[config.mk]
export PLATFORM = sky130hd
export DESIGN_NAME = rv_trace_encoder
export DESIGN_NICKNAME = d
export VERILOG_FILES = /design/src/rtl/rv_trace_encoder.sv
export SDC_FILE = /design/constraint.sdc
export NUM_CORES = 2
export LEC_CHECK = 0
export CAP_MARGIN = 20
export CORE_ASPECT_RATIO = 0.75
export CORE_MARGIN = 5
export CORE_UTILIZATION = 30
export DETAILED_ROUTE_END_ITERATION = 16
export SLEW_MARGIN = 20
export SYNTH_ARGS = -nofsm -noshare
export SYNTH_HDL_FRONTEND = slang
export SYNTH_SLANG_ARGS = --single-unit
export TNS_END_PERCENT = 30
[constraint.sdc]
create_clock -name clk -period 13.7 [get_ports clk]
set_input_delay 2.74 -clock clk [delete_from_list [all_inputs] [get_ports clk]]
set_output_delay 2.74 -clock clk [all_outputs]
set_load 0.005 [all_outputs]
[src/rtl/rv_trace_encoder.sv]
// Trace record producer: samples core PC/instruction each enabled cycle, stamps a cycle count,
// drops stall repeats and buffers records in a FWFT FIFO. Define TRACE_WINDOW_EN for head/tail capture window.
module rv_trace_encoder #(
    parameter int FIFO_DEPTH  = 16,
    parameter int HEAD_CYCLES = 100,
    parameter int TAIL_START  = 9990
) (
    input  logic                        clk,
    input  logic                        reset_n,
    input  logic                        trace_en,
    input  logic [31:0]                 pc_in,
    input  logic [31:0]                 instr_in,
    output logic                        trace_valid,
    input  logic                        trace_ready,
    output logic [31:0]                 trace_pc,
    output logic [31:0]                 trace_instr,
    output logic [31:0]                 trace_cycle,
    output logic                        trace_ovf,
    output logic [$clog2(FIFO_DEPTH):0] fifo_level
);
    localparam int AW = $clog2(FIFO_DEPTH);
    localparam int LW = AW + 1;

    typedef struct packed {
        logic        ovf;
        logic [31:0] cycle;
        logic [31:0] instr;
        logic [31:0] pc;
    } rec_t;

    logic [31:0]   cycle_cnt, stamp, last_pc;
    logic          last_vld, in_win, cand_in, cand_vld;
    rec_t          cand, wr_rec, head;
    rec_t          mem [FIFO_DEPTH];
    logic [AW-1:0] wr_ptr, rd_ptr;
    logic          ovf_pending, full, push, pop, drop;

    assign stamp = (cycle_cnt == '1) ? cycle_cnt : cycle_cnt + 32'd1;

`ifdef TRACE_WINDOW_EN
    assign in_win = (stamp <= 32'(HEAD_CYCLES)) || (stamp >= 32'(TAIL_START));
`else
    logic unused_window;
    assign unused_window = ^{HEAD_CYCLES, TAIL_START};
    assign in_win        = 1'b1;
`endif

    // Stall repeats and out-of-window cycles still advance the counter and refresh last_pc.
    assign cand_in = trace_en && (!last_vld || (pc_in != last_pc)) && in_win;

    always_ff @(posedge clk or negedge reset_n) begin
        if (!reset_n) begin
            cycle_cnt <= '0;
            last_pc   <= '0;
            last_vld  <= 1'b0;
            cand_vld  <= 1'b0;
            cand      <= '0;
        end else begin
            cand_vld <= cand_in;
            if (trace_en) begin
                cycle_cnt <= stamp;
                last_pc   <= pc_in;
                last_vld  <= 1'b1;
            end
            if (cand_in)
                cand <= '{ovf: 1'b0, cycle: stamp, instr: instr_in, pc: pc_in};
        end
    end

    assign trace_valid = (fifo_level != '0);
    assign full        = (fifo_level == LW'(FIFO_DEPTH));
    assign pop         = trace_valid && trace_ready;
    // A pop in the same cycle frees the slot, so a full FIFO only drops without a pop.
    assign push        = cand_vld && (!full || pop);
    assign drop        = cand_vld && full && !pop;

    always_comb begin
        wr_rec     = cand;
        wr_rec.ovf = ovf_pending;
    end

    always_ff @(posedge clk) begin
        if (push)
            mem[wr_ptr] <= wr_rec;
    end

    always_ff @(posedge clk or negedge reset_n) begin
        if (!reset_n) begin
            wr_ptr      <= '0;
            rd_ptr      <= '0;
            fifo_level  <= '0;
            ovf_pending <= 1'b0;
        end else begin
            if (push) begin
                wr_ptr      <= wr_ptr + AW'(1);
                ovf_pending <= 1'b0;
            end else if (drop) begin
                ovf_pending <= 1'b1;
            end
            if (pop)
                rd_ptr <= rd_ptr + AW'(1);
            fifo_level <= fifo_level + LW'(push) - LW'(pop);
        end
    end

    assign head        = mem[rd_ptr];
    assign trace_pc    = trace_valid ? head.pc    : '0;
    assign trace_instr = trace_valid ? head.instr : '0;
    assign trace_cycle = trace_valid ? head.cycle : '0;
    assign trace_ovf   = trace_valid ? head.ovf   : 1'b0;

endmodule
==> results by group <==
Detailed routing
  • Antenna-violating nets left: 0
  • Routed via count: between 30000 and 40000
  • Starting DRT DRC Count: ~2900
  • Average via count per standard cell: 4.91
  • Number of iterations in the first detailed-routing pass: 5
  • Routed wire length: between 150000 and 200000 µm
  • DRC violations left: 0
  • Avg WL per Cell: between 20 and 30 µm

Placed design
  • RePlAce Congestion: roughly 0.70
  • Input/output buffers: 170
  • Post-detail-place hpwl: ~86000 µm

Yosys
  • Most frequently used flop master after synthesis: sky130_fd_sc_hd__edfxtp_1
  • Mapped Cells: slightly below 3000
  • Fraction of synthesis flops using an asynchronous set or reset pin: between 10% and 20%
  • Post-synthesis instance area: between 60000 and 70000 µm²
  • Sequential area share after synthesis: about three quarters
  • Most used standard cells in the synthesized netlist: sky130_fd_sc_hd__edfxtp_1, sky130_fd_sc_hd__mux4_2, sky130_fd_sc_hd__dfrtp_1
  • Syn_nets: approximately 3000
  • Count of state elements after synthesis: between 1500 and 2000
  • Count of different cell masters after synthesis: between 40 and 50
  • Cell type with the largest total area after synthesis: sky130_fd_sc_hd__edfxtp_1
  • Biggest area contributors in the synthesized netlist: sky130_fd_sc_hd__edfxtp_1, sky130_fd_sc_hd__mux4_2, sky130_fd_sc_hd__dfrtp_1
  • Count of flip-flops with a built-in enable after synthesis: 1552
  • Most common cell in the synthesized netlist: sky130_fd_sc_hd__edfxtp_1
  • Post-synthesis average cell area: between 20 and 25 µm²
  • Syn. warnings: 0
  • Proportion of netlist area held by the largest area contributor: roughly 70%

GRT
  • Combined global-route utilization of all metal layers: between 10% and 20%
  • Pin count of the biggest net entering global routing: between 100 and 150
  • Total global routing overflow: 0
  • Via count of the first global-routing pass: 31800
  • Wire length of the first global-routing pass: around 240000 µm
  • Antenna violations before repair: 20

Timing
  • Ratio of final minimum period to clock period: between 50% and 60%
  • Slew HR: around 30%
  • Final setup violation count: 0
  • Highest Clock Rate: 123 MHz
  • Slew @ Worst Pin: between 1 and 1.5 ns
  • Final TNS setup: 0 ns
  • Final slew viol count: 0
  • Clock period minus final worst setup slack: roughly 8.1 ns
  • Skew final: between 0.05 and 0.06 ns
  • Hold violation total from the final report: 0
  • Unrepaired setup endpoints after global routing: false

Worst setup path
  • Crit start category: flip-flop
  • R2r startpoint: fifo_level[2]
  • Critical path cell sequence: buf_4, buf_4, mux4_2, mux4_2, and2_1, clkdlybuf4s50_1
  • Slowest stage cell, crit path: sky130_fd_sc_hd__dfrtp_4
  • Kind of capture point of the worst setup path: primary output
  • Minimum setup slack among reg-to-reg paths: 9.32 ns
  • Data required, critical path: 10.96 ns
  • CP max stage delay: 0.99 ns
  • Critical path class: reg2out
  • Origin of the worst setup path: rd_ptr[1]
  • Critical-path maximum fanout: 64
  • WP data arrival: between 5 and 6 ns

Clocking
  • CTS Hold Buffers Added: 0
  • Sinks on the clock net: 1728
  • Post-CTS Resized: 0
  • Worst-Skew Late Latency: between 0.8 and 0.9 ns
  • CTS max path bufs: 3
  • Post-CTS setup buffer count: 0
  • Number of buffers added by the clock tree synthesis step: roughly 160
  • Clk slew on worst S/H paths: approximately 0.060 ns
  • CTS tree: built
  • Root buf cell: sky130_fd_sc_hd__clkbuf_16
  • # H-tree levels: 4

Floorplan
  • Top-level I/O count: 171
  • Floorplan row count: around 150
  • Effective utilization at floorplan: a little under a third
  • Die Area: ~230000 µm²
  • Core outline area: between 200000 and 250000 µm²
  • Chip Height: 418 µm
  • Width of the die: between 500 and 600 µm

Power
  • Power density relative to cell area: between 200 and 250 nW/µm²
  • Leak pwr: 24.3 nW
  • Maximum vdd drop: between 0.0002 and 0.00025 V

Final layout
  • Final Core Density: 35.1%
  • Nets: roughly 3300
  • Layout cells sized above 1: ~28%
  • Synthesis-to-layout area growth: 16.2%

Min path
  • Type of the most critical hold path: reg2reg
  • Launch point of the worst hold path: last_vld

Run status
  • Run status: complete, no violations

Run
  • Max-cap violations: 0
-- layout by cell type (no fill, tap or decap), types with 28 or more instances in the layout --
master,instances
sky130_fd_sc_hd__clkdlybuf4s50_1,168
sky130_fd_sc_hd__a21oi_1,28
sky130_fd_sc_hd__buf_4,56
sky130_fd_sc_hd__clkbuf_1,46
sky130_fd_sc_hd__nand2_1,46
sky130_fd_sc_hd__xnor2_1,68
sky130_fd_sc_hd__clkbuf_16,167
sky130_fd_sc_hd__mux4_2,485
sky130_fd_sc_hd__mux2_2,98
sky130_fd_sc_hd__and2_1,101
sky130_fd_sc_hd__clkinv_2,34
sky130_fd_sc_hd__edfxtp_1,1552
sky130_fd_sc_hd__dfrtp_1,172
sky130_fd_sc_hd__xor2_1,33
sky130_fd_sc_hd__nor2_1,56
-- cell families (layout without fill, tap and decap cells) --
kind of cell | count (synthesis) | in the layout | synth area share, %
other | 0 | 9 | 0
buffers and inverters | 170 | 561 | 1.11
flip-flops | 1728 | 1728 | 76.5
AND/OR/NAND/NOR | 297 | 297 | 2.37
XOR/XNOR | 101 | 101 | 1.33
adder cells (fa/ha/maj) | 13 | 13 | 0.255
multiplexers | 585 | 585 | 18.1
AO/OA/AOI/OAI | 40 | 40 | 0.334
-- critical path, delay by kind of cell (launching register included) --
kind | cells | cell delay (ns)
buffers and inverters | 3 | 2.18
multiplexers | 2 | 0.94
flip-flops | 1 | 0.99
AND/OR/NAND/NOR | 1 | 0.26
-- metrics by stage --
stage | instances | setup slack [ns] | hold slack [ns] | power, mW | instance area, µm²
5_1_grt | 6272 | 5.41 | 0.491 | 16.7 | 77400
4_1_cts | 6267 | 5.46 | 0.475 | 16.2 | 77400
3_5_place_dp | 5959 | 6.33 | 0.460 | 11.7 | 72100
6_report | 6278 | 5.60 | 0.472 | 16.0 | 77400
2_1_floorplan | 2934 | 3.14 | 0.430 | 9.64 | 66700
3_3_place_gp | 5959 | 6.34 | 0.443 | 11.7 | 72100
-- per-layer routing --
metal	routed length, µm	track usage (%)	up-vias
met5	21	0	-
met4	3320	3.25	4
met3	10000	2.69	200
met2	76200	21.7	961
met1	74700	20.7	17000
li1	-	-	12700
-- registers in the layout, indices dropped and copies added (netlist names) --
signal and count:
ovf_pending 1, rd_ptr 4, mem 1552, cand 96, fifo_level 5, last_pc 32, cand_vld 1, last_vld 1
wr_ptr 4, cycle_cnt 32
-- area by class of cell --
class	count	area, µm²
clock inverters	87	813
flip-flops and latches	1728	51000
diodes	9	22.5
well taps	2944	3680
multi-input cells	1036	15000
clock buffers	221	4460
fillers	20200	143000
repair buffers	236	2330
inverters	17	63.8
-- power by group --
group	total [mW]	leakage, nW	internal [mW]	switching (mW)
combinational	4.67	5.58	2.43	2.24
sequential	6.80	16.2	6.41	0.391
clock	4.48	2.57	2.47	2.01
-- worst paths after layout --
check	to	cells past startpoint
setup / recovery	trace_instr[26]	6
hold / removal	last_vld	1
setup reg to reg	mem[6][41]	9
hold reg to reg	last_vld	1
max in group asynchronous	cand[69]	2
min in group asynchronous	last_pc[23]	1
Note: power is estimated with default switching activity, not from simulation.
